## config.mk

```make
export PLATFORM = sky130hd
export DESIGN_NAME = serial_subtractor
export DESIGN_NICKNAME = d
export VERILOG_FILES = /design/src/rtl/serial_arith_pkg.sv /design/src/rtl/serial_subtractor_full_subtractor.sv /design/src/rtl/serial_subtractor.sv
export SDC_FILE = /design/constraint.sdc
export NUM_CORES = 1
export LEC_CHECK = 0
export CELL_PAD_IN_SITES_DETAIL_PLACEMENT = 1
export CELL_PAD_IN_SITES_GLOBAL_PLACEMENT = 2
export CORE_MARGIN = 2
export CORE_UTILIZATION = 29
export CTS_CLUSTER_DIAMETER = 100
export DETAILED_ROUTE_END_ITERATION = 16
export MAX_ROUTING_LAYER = met4
export PLACE_DENSITY = 0.83
export SLEW_MARGIN = 25
export SYNTH_ARGS = -nofsm -noshare
export SYNTH_HDL_FRONTEND = slang
export SYNTH_HIERARCHICAL = 1
export SYNTH_SLANG_ARGS = --single-unit
export TNS_END_PERCENT = 10
```

## constraint.sdc

```tcl
create_clock -name clk -period 1.38 [get_ports clk]
set_input_delay 0.138 -clock clk [delete_from_list [all_inputs] [get_ports clk]]
set_output_delay 0.138 -clock clk [all_outputs]
set_load 0.01 [all_outputs]
```

## src/rtl/serial_arith_pkg.sv

```systemverilog
// Shared definitions for the bit-serial arithmetic units.
// State encoding is shared with the serial adder.
package serial_arith_pkg;

  localparam logic [1:0] ST_IDLE  = 2'd0;
  localparam logic [1:0] ST_SHIFT = 2'd1;
  localparam logic [1:0] ST_DONE  = 2'd2;

endpackage

```

## src/rtl/serial_subtractor_full_subtractor.sv

```systemverilog
// Combinational subtract cells in the same style as the half-adder cells.
// A full subtractor is two half subtractors plus an OR of their borrows.
module half_subtractor (
  input  logic a,
  input  logic b,
  output logic d,
  output logic bout
);
  assign d    = a ^ b;
  assign bout = ~a & b;
endmodule

module full_subtractor (
  input  logic a,
  input  logic b,
  input  logic bin,
  output logic d,
  output logic bout
);
  logic d1;
  logic b1;
  logic b2;

  half_subtractor u_hs0 (
    .a    (a),
    .b    (b),
    .d    (d1),
    .bout (b1)
  );

  half_subtractor u_hs1 (
    .a    (d1),
    .b    (bin),
    .d    (d),
    .bout (b2)
  );

  assign bout = b1 | b2;
endmodule

```

## src/rtl/serial_subtractor.sv

```systemverilog
// Bit-serial unsigned subtractor: diff = a - b, one bit per clock, LSB first.
// Start/done handshake; result and borrow held until the next completion.
module serial_subtractor
  import serial_arith_pkg::*;
#(
  parameter int WIDTH = 8
) (
  input  logic             clk,
  input  logic             rst,
  input  logic             start,
  input  logic [WIDTH-1:0] a,
  input  logic [WIDTH-1:0] b,
  output logic             busy,
  output logic             done,
  output logic [WIDTH-1:0] diff,
  output logic             borrow_out
);

  localparam int unsigned CNT_W = $clog2(WIDTH);
  localparam logic [CNT_W-1:0] CNT_LAST = CNT_W'(WIDTH - 1);

  logic [1:0]       state_q,      state_d;
  logic [WIDTH-1:0] a_sr_q,       a_sr_d;
  logic [WIDTH-1:0] b_sr_q,       b_sr_d;
  logic [WIDTH-1:0] diff_sr_q,    diff_sr_d;
  logic             borrow_q,     borrow_d;
  logic [CNT_W-1:0] cnt_q,        cnt_d;
  logic [WIDTH-1:0] diff_q,       diff_d;
  logic             borrow_out_q, borrow_out_d;

  logic bit_d;
  logic bit_bout;

  full_subtractor u_fs (
    .a    (a_sr_q[0]),
    .b    (b_sr_q[0]),
    .bin  (borrow_q),
    .d    (bit_d),
    .bout (bit_bout)
  );

  always_comb begin
    state_d      = state_q;
    a_sr_d       = a_sr_q;
    b_sr_d       = b_sr_q;
    diff_sr_d    = diff_sr_q;
    borrow_d     = borrow_q;
    cnt_d        = cnt_q;
    diff_d       = diff_q;
    borrow_out_d = borrow_out_q;

    case (state_q)
      ST_SHIFT: begin
        diff_sr_d = {bit_d, diff_sr_q[WIDTH-1:1]};
        a_sr_d    = {1'b0, a_sr_q[WIDTH-1:1]};
        b_sr_d    = {1'b0, b_sr_q[WIDTH-1:1]};
        borrow_d  = bit_bout;
        cnt_d     = cnt_q + 1'b1;
        if (cnt_q == CNT_LAST) begin
          diff_d       = {bit_d, diff_sr_q[WIDTH-1:1]};
          borrow_out_d = bit_bout;
          cnt_d        = '0;
          state_d      = ST_DONE;
        end
      end
      ST_DONE: begin
        state_d = ST_IDLE;
      end
      // Unused encoding 2'd3 behaves exactly like IDLE
      default: begin
        if (start) begin
          a_sr_d   = a;
          b_sr_d   = b;
          borrow_d = 1'b0;
          cnt_d    = '0;
          state_d  = ST_SHIFT;
        end
      end
    endcase
  end

  always_ff @(posedge clk) begin
    if (rst) begin
      state_q      <= ST_IDLE;
      a_sr_q       <= '0;
      b_sr_q       <= '0;
      diff_sr_q    <= '0;
      borrow_q     <= 1'b0;
      cnt_q        <= '0;
      diff_q       <= '0;
      borrow_out_q <= 1'b0;
    end else begin
      state_q      <= state_d;
      a_sr_q       <= a_sr_d;
      b_sr_q       <= b_sr_d;
      diff_sr_q    <= diff_sr_d;
      borrow_q     <= borrow_d;
      cnt_q        <= cnt_d;
      diff_q       <= diff_d;
      borrow_out_q <= borrow_out_d;
    end
  end

  assign busy       = (state_q == ST_SHIFT) || (state_q == ST_DONE);
  assign done       = (state_q == ST_DONE);
  assign diff       = diff_q;
  assign borrow_out = borrow_out_q;

endmodule
```

==> results.json, run 1 <==
{
  "antenna_found_initial": 0,
  "pin_count": 30,
  "clockRootBuffer": "clkbuf_8",
  "hold_viol": 0,
  "worst-path-buf-inv": 3,
  "slowest_stage": "dfxtp_2",
  "area_delta_synth_final_pct": 37.1,
  "critical_path_class": "reg -> reg",
  "dpl_worst_slack_ns": -0.0835,
  "slew_viol_final": 0,
  "grt_pass1_vias": 1402,
  "grt_util_all_layers": 0.131,
  "syn-cell-area_um2": 1770,
  "clk_pin_slew_worst_paths_ns": 0.08,
  "period_minus_slack_ns": 1.39,
  "leakagePower_nw": 0.902,
  "place_hpwl_um": 2720,
  "status": "finished with violations",
  "cap_violations": 0,
  "row_count": 28,
  "rsz0062_at_grt": "yes",
  "vias": 1406,
  "ys_types": 30,
  "grt_overflow": 0,
  "start_util": 0.299,
  "die_area_um2": 6740,
  "fin_hold_ws_ns": 0.456,
  "nFillCells": 680,
  "wl_um": 3940,
  "setup_ws_ns": -0.00625,
  "synth_area_leader_cell": "dfxtp_1",
  "cts-buffers-inserted": 5,
  "tightest_slew_ns": 0.257,
  "min_path_type": "reg -> reg",
  "wl_per_cell_um": 13.2,
  "fin_nets": 248,
  "drive_above_1_share": 0.304,
  "diodes": 0,
  "max_slew_margin": 0.828,
  "cp_top_family": "compound AO/OA/AOI/OAI gates",
  "yosysSeqAreaShare": 0.430,
  "final_common_cell": "dfxtp_1",
  "violations": "negative setup slack",
  "cts_buffer_depth": 2,
  "yosys-top-cells-area": "dfxtp_1, mux2i_1, a211oi_2",
  "required_ns": 1.60,
  "clock_skew_ns": 0.00414,
  "synth-seq-cells": 38,
  "fin_crit_sh": 1.00,
  "final_cell_area_um2": 2420,
  "core_area_um2": 5920,
  "cp-end-kind": "flop",
  "crit_path_cell_trace": "inv_1 > ha_4 > o21ba_4 > buf_6 > buf_4 > a211oi_2",
  "route.detailed.drc": 0,
  "yosysWarnings": 6,
  "ant_nets": 0,
  "syn_nets": 203,
  "die_x_um": 82.1,
  "setup-violations-final": 1,
  "firstDrtPassIters": 3,
  "globalplace.congestion": 0.687,
  "total_power_mw": 3.14,
  "synthCells": 178,
  "grt_pass1_wl_um": 6490,
  "viasPerCell": 4.70,
  "synth_top_area_share": 0.430,
  "cts_num_sinks": 38,
  "critPathMaxFanout": 7,
  "port_buffers": 29,
  "crit_arrival_ns": 1.60,
  "fmax_mhz": 721,
  "insertion_delay_ns": 0.29,
  "slowest_delay_ns": 0.36,
  "ir_drop_mv": 0.375,
  "cts_tree": "done",
  "start_kind": "flop",
  "grt_start_max_net_pins": 23,
  "die_h_um": 82.1,
  "layout_common_cells": "dfxtp_1, clkdlybuf4s50_1, mux2i_1",
  "drtIter0Drc": 37,
  "final_util": 0.409,
  "power_density_nw_per_um2": 1300,
  "h-tree-depth": 2,
  "avgSynthCellArea_um2": 9.93,
  "placed_cell_area_um2": 2240
}
-- power breakdown --
group          internal, mW  switching [mW]
Sequential             1.21          0.0752
Clock                 0.403           0.399
Combinational         0.551           0.497
-- synthesized netlist by cell type --
cell and n:
a211oi_2 14, a21oi_1 13, a22oi_1 3, and2b_1 2, buf_12 2, buf_2 3
buf_4 1, buf_6 1, buf_8 1, clkbuf_1 4, dfxtp_1 38, ha_1 6
inv_1 7, mux2i_1 21, nand2_1 11, nand2_2 1, nand3_1 9, nor2_1 19
nor2_2 6, nor2b_1 4, nor3_1 1, nor4b_1 1, o21ai_0 1, o21ai_1 1
o21ba_4 1, o21bai_1 1, o22ai_1 2, o41ai_1 1, or2_1 2, or3_1 1
-- worst paths after layout --
path | start | to | slack (ns) | depth (start not counted)
worst min register to register | diff[5] | diff[5] | 0.46 | 2
worst max-delay path | state_q[1] | b_sr_q[5] | -0.006 | 6
worst min-delay path | diff[5] | diff[5] | 0.46 | 2
worst max register to register | state_q[1] | b_sr_q[5] | -0.006 | 6
-- worst reg2reg max path, cell delays in order, from the launching register on --
cell,delay (ns)
dfxtp_2,0.36
inv_1,0.08
ha_4,0.20
o21ba_4,0.24
buf_6,0.15
buf_4,0.13
a211oi_2,0.15
-- area by class of cell --
cell class / instances / area, µm² / share of cell area
Clock buffer: 7 / 86.3 / 0.0356
Clock inverter: 1 / 5.00 / 0.00207
Inverter: 7 / 26.3 / 0.0108
Multi-Input combinational cell: 121 / 931 / 0.384
Sequential cell: 38 / 766 / 0.316
Tap cell: 75 / 93.8 / 0.0387
Timing Repair Buffer: 50 / 515 / 0.213
-- state kept, by name, summed over array words and instances (netlist names) --
| signal | cells |
|---|---|
| cnt_q | 3 |
| borrow_out | 1 |
| borrow_q | 1 |
| state_q | 2 |
| diff_sr_q | 7 |
| a_sr_q | 8 |
| diff | 8 |
| b_sr_q | 8 |
-- what timing repair did --
item	CTS	global route
resized for setup	10	15
endpoints found under the setup margin	18	35
pin swaps	3	12
hold buffers	0	0
setup buffers	0	5
-- through the flow --
step,TNS [ns],std cells
3_5_place_dp,-0.624,286
4_1_cts,-0.372,294
6_report,-0.00625,299
3_3_place_gp,-0.157,286
2_1_floorplan,-0.0241,178
5_1_grt,-0.220,299
-- metal layers --
layer | GRT usage | routed length (µm)
met4 | 0.0550 | 70
met3 | 0.0341 | 141
met1 | 0.151 | 1750
met2 | 0.215 | 1980
met5 | - | 0
-- cells by family after synthesis --
| family | Yosys count | share of synthesized area |
|---|---|---|
| compound gates | 37 | 0.180 |
| fa+ha+maj | 6 | 0.0425 |
| buf+inv | 19 | 0.0736 |
| flops | 38 | 0.430 |
| mux | 21 | 0.119 |
| simple gates | 57 | 0.155 |
(Power assumes the default switching activity.)
==> inputs of run 2 (changes only) <==
- CORE_UTILIZATION: 29 -> 32
- PLACE_DENSITY: 0.83 -> 0.86
- SLEW_MARGIN: 25 -> 30
- clock period: 1.38 -> 1.4 ns (I/O delays scaled with it)
==> run 2 against run 1 <==
  * The flow still finishes with violations (negative setup slack)
  * Global-route usage rose by 0.69 points
  * Count of clock-buffer cells in the layout stayed put
  * Core utilization is 2.5 points higher
  * Via count fell by 3.1%
  * Combinational power down 6%
  * Sequential power hardly changed
  * Non-clock buffer count shrank 9
  * Die area shrank 8.9%
  * Cell area fell by 3.1%
  * Clock power down 14%
  * Total power down 5.7%
  * Largest cell class unchanged
  * Highest routed layer unchanged
  * Register-to-register slack got worse by 0.02 ns
==> results.json, run 2 (synthesized netlist as in run 1, its figures left out) <==
{
  "route.detailed.drc": 0,
  "fin_nets": 239,
  "clockRootBuffer": "clkbuf_8",
  "setup_ws_ns": -0.0237,
  "grt_overflow": 0,
  "vias": 1362,
  "dpl_worst_slack_ns": -0.123,
  "crit_arrival_ns": 1.59,
  "cp-end-kind": "flop",
  "insertion_delay_ns": 0.28,
  "grt_start_max_net_pins": 28,
  "die_x_um": 78.3,
  "grt_pass1_vias": 1405,
  "wl_um": 4050,
  "cap_violations": 0,
  "place_hpwl_um": 2560,
  "grt_pass1_wl_um": 6550,
  "total_power_mw": 2.96,
  "core_area_um2": 5410,
  "setup-violations-final": 1,
  "hold_depth": 2,
  "pin_count": 30,
  "cts_tree": "done",
  "period_minus_slack_ns": 1.42,
  "setup_tns_ns": -0.0237,
  "power_density_nw_per_um2": 1260,
  "ant_nets": 0,
  "rsz0062_at_grt": "yes",
  "cts_hold_buf": 0,
  "fin_crit_sh": 1.02,
  "firstDrtPassIters": 4,
  "drtIter0Drc": 60,
  "drive_above_1_share": 0.257,
  "h-tree-depth": 2,
  "viasPerCell": 4.76,
  "antenna_found_initial": 0,
  "fmax_mhz": 702,
  "globalplace.congestion": 0.778,
  "port_buffers": 29,
  "slew_viol_final": 0,
  "wl_per_cell_um": 14.2,
  "row_count": 27,
  "clk_pin_slew_worst_paths_ns": 0.07,
  "die_area_um2": 6140,
  "hold_viol": 0,
  "grt_util_all_layers": 0.138,
  "start_util": 0.327,
  "area_delta_synth_final_pct": 32.8,
  "leakagePower_nw": 0.868,
  "ir_drop_mv": 0.538,
  "final_common_cell": "dfxtp_1",
  "violations": "negative setup slack",
  "fin_cells": 286,
  "cts_buffer_depth": 2,
  "layout_common_cells": "dfxtp_1, clkdlybuf4s50_1, mux2i_1",
  "clock_skew_ns": 0.00385,
  "critPathMaxFanout": 2,
  "dp_cells": 278,
  "diodes": 0,
  "critical_path_class": "reg -> reg",
  "r2r.worst_path.cells": 8,
  "max_slew_margin": 0.826,
  "start_kind": "flop",
  "cts_num_sinks": 38,
  "tightest_slew_ns": 0.258,
  "status": "finished with violations",
  "min_path_type": "reg -> reg",
  "required_ns": 1.57,
  "die_h_um": 78.3,
  "cts-buffers-inserted": 5
}
-- run 2: repair_timing --
item,CTS,global route
buffers inserted,0,1
setup endpoints to repair,14,35
gates resized for setup,7,15
pin swaps,5,10
-- run 2: metal layers --
layer	wire [µm]	global-route usage
met1	1910	0.175
met2	1990	0.210
met3	117	0.0391
met4	38	0.0509
met5	0	-
-- run 2: report_power, final --
part           leakage (nW)  internal (mW)  switching [mW]
clock network        0.0383          0.343           0.347
registers             0.312           1.20          0.0808
logic                 0.518          0.507           0.483
-- run 2: final cells by class --
| cell class | instances | area (µm²) |
|---|---|---|
| fillers | 616 | 3060 |
| multi-input cells | 121 | 938 |
| flip-flops and latches | 38 | 768 |
| repair buffers | 41 | 449 |
| well taps | 72 | 90.1 |
| clock buffers | 7 | 76.3 |
| inverters | 7 | 26.3 |
-- run 2: path summary, 6_finish.rpt --
path,slack (ns),endpoint,start
hold / removal,0.45,diff[7],diff[7]
setup reg to reg,-0.02,borrow_q,a_sr_q[0]
setup / recovery,-0.02,borrow_q,a_sr_q[0]
hold reg to reg,0.45,diff[7],diff[7]
-- run 2: critical path: stages, from the launching register on --
cell and delay, ns:
dfxtp_2 0.33, inv_2 0.04, ha_4 0.21, inv_2 0.05
inv_2 0.03, ha_2 0.16, or2_1 0.24, a22oi_1 0.18
nor2_1 0.07
-- run 2: metrics by stage --
step | instance area [µm²] | hold slack (ns) | util
CTS | 2290 | 0.461 | 0.423
floorplan | 1770 | 0.318 | -
global route | 2350 | 0.494 | 0.434
finish | 2350 | 0.454 | 0.434
global placement | 2210 | 0.445 | 0.408
detailed placement | 2210 | 0.451 | 0.408
==> inputs of run 3 (changes only) <==
- SKIP_LAST_GASP: unset -> 1
==> run 3 against run 2 <==
  * Global-route usage barely moved
  * Critical path depth did not move
  * Core utilization fell by 0.58 points
  * The flow now finishes without violations
  * Largest cell class unchanged
  * Worst setup slack improved by 0.024 ns
  * Final cell count did not move
  * First-iteration DRC count fell by 5.0%
  * Largest power group unchanged
==> results.json, run 3 (synthesized netlist as in run 1, its figures left out) <==
{
  "grt_pass1_wl_um": 6530,
  "die_area_um2": 6140,
  "wl_um": 3800,
  "setup-violations-final": 0,
  "pin_count": 30,
  "vias": 1359,
  "r2r.worst_path.cells": 8,
  "critPathMaxFanout": 2,
  "hold_start": "diff[7]",
  "h-tree-depth": 2,
  "firstDrtPassIters": 4,
  "viasPerCell": 4.75,
  "antenna_found_initial": 0,
  "area_delta_synth_final_pct": 31.1,
  "grt_overflow": 0,
  "max_slew_margin": 0.780,
  "ir_drop_mv": 0.557,
  "cts_hold_buf": 0,
  "final_common_cell": "dfxtp_1",
  "ant_nets": 0,
  "period_minus_slack_ns": 1.40,
  "grt_util_all_layers": 0.138,
  "crit_arrival_ns": 1.57,
  "rr_endpoint": "borrow_q",
  "min_to": "diff[7]",
  "fin_crit_sh": 1.00,
  "reg2reg_from": "a_sr_q[0]",
  "status": "finished, final reports clean",
  "p_sw_mw": 0.889,
  "diodes": 0,
  "start_util": 0.327,
  "grt_pass1_vias": 1403,
  "setup_tns_ns": 0,
  "core_area_um2": 5410,
  "swShare": 0.304,
  "die_x_um": 78.3,
  "power.clock.fraction": 0.238,
  "row_count": 27,
  "p_int_mw": 2.03,
  "required_ns": 1.57,
  "fin_cells": 286,
  "cap_violations": 0,
  "critical_path_class": "reg -> reg",
  "power_density_nw_per_um2": 1260,
  "tightest_slew_ns": 0.329,
  "clk_pin_slew_worst_paths_ns": 0.07,
  "p_comb_frac": 0.327,
  "cts_num_sinks": 38,
  "hold_depth": 2,
  "place_hpwl_um": 2560,
  "nFillCells": 621,
  "start_kind": "flop",
  "fin_nets": 239,
  "ff2ff_setup_slack_ns": 0.0002,
  "fmax_mhz": 714,
  "cts-buffers-inserted": 5,
  "cts_tree": "done",
  "slew_viol_final": 0,
  "wl_per_cell_um": 13.3,
  "clock_skew_ns": 0.00382,
  "leakagePower_nw": 0.848,
  "rsz0062_at_grt": "yes",
  "clockRootBuffer": "clkbuf_8",
  "cp-end-kind": "flop",
  "drtIter0Drc": 57,
  "seq_power_share": 0.436,
  "dp_cells": 278,
  "grt_start_max_net_pins": 28,
  "layout_common_cells": "dfxtp_1, clkdlybuf4s50_1, mux2i_1",
  "port_buffers": 29,
  "cts_buffer_depth": 2,
  "final_util": 0.429,
  "hold_viol": 0,
  "die_h_um": 78.3,
  "min_path_type": "reg -> reg",
  "drive_above_1_share": 0.243,
  "globalplace.congestion": 0.778,
  "insertion_delay_ns": 0.28,
  "route.detailed.drc": 0
}
==> run 3: changes by cell type in the layout (fill, tap and decap cells not counted), sizes merged <==
cell,change
clkbuf,+1
buf,-1
==> run 3: worst max path at each step <==
stage	from	end	slack [ns]	cells past startpoint
floorplan	a_sr_q[0]	borrow_q	-0.004	8
global placement	a_sr_q[0]	borrow_q	-0.03	8
detailed placement	a_sr_q[0]	borrow_q	-0.12	8
CTS	a_sr_q[0]	borrow_q	-0.14	8
global route	state_q[0]	cnt_q[2]	-0.06	6
finish	a_sr_q[0]	borrow_q	0.0002	8
==> run 3: timing repair <==
action | in CTS | in global routing
buffers inserted | 0 | 1
resized for setup | 2 | 13
pin swaps | 0 | 4
endpoints found under the setup margin | 14 | 36
==> run 3: area by class of cell <==
cell class	instances	area [µm²]	area share
inverters	7	26.3	0.0113
flip-flops and latches	38	766	0.330
clock buffers	7	76.3	0.0329
repair buffers	41	449	0.194
multi-input cells	121	910	0.393
well taps	72	90.1	0.0389
==> run 3: power by group through the flow <==
stage | clock, mW | sequential (mW) | combinational [mW]
floorplan | 0 | 1.27 | 0.700
global placement | 0 | 1.28 | 0.919
detailed placement | 0 | 1.29 | 0.933
CTS | 0.723 | 1.26 | 0.938
global route | 0.779 | 1.29 | 1.04
finish | 0.694 | 1.27 | 0.954
==> run 3: stage by stage <==
step           instance area [µm²]  setup WS [ns]  hold slack (ns)  total power [mW]
2_1_floorplan                 1770       -0.00408            0.318              1.97
3_3_place_gp                  2210        -0.0280            0.445              2.20
3_5_place_dp                  2210         -0.123            0.451              2.22
4_1_cts                       2280         -0.143            0.461              2.93
5_1_grt                       2320        -0.0577            0.494              3.11
6_report                      2320       0.000160            0.454              2.92
==> run 3: critical path, stage by stage, from the launching register on <==
cell,delay [ns]
dfxtp_2,0.33
inv_2,0.04
ha_4,0.21
inv_2,0.05
inv_2,0.03
ha_2,0.16
or2_1,0.23
a22oi_1,0.16
nor2_1,0.07
==> run 3: layer usage <==
layer	routed length, µm	vias to the layer above	global-route usage	part of all wire
li1	-	686	-	-
met1	1790	650	0.174	0.47
met2	1830	18	0.210	0.48
met3	120	5	0.0391	0.032
met4	53	0	0.0509	0.014
met5	0	-	-	0
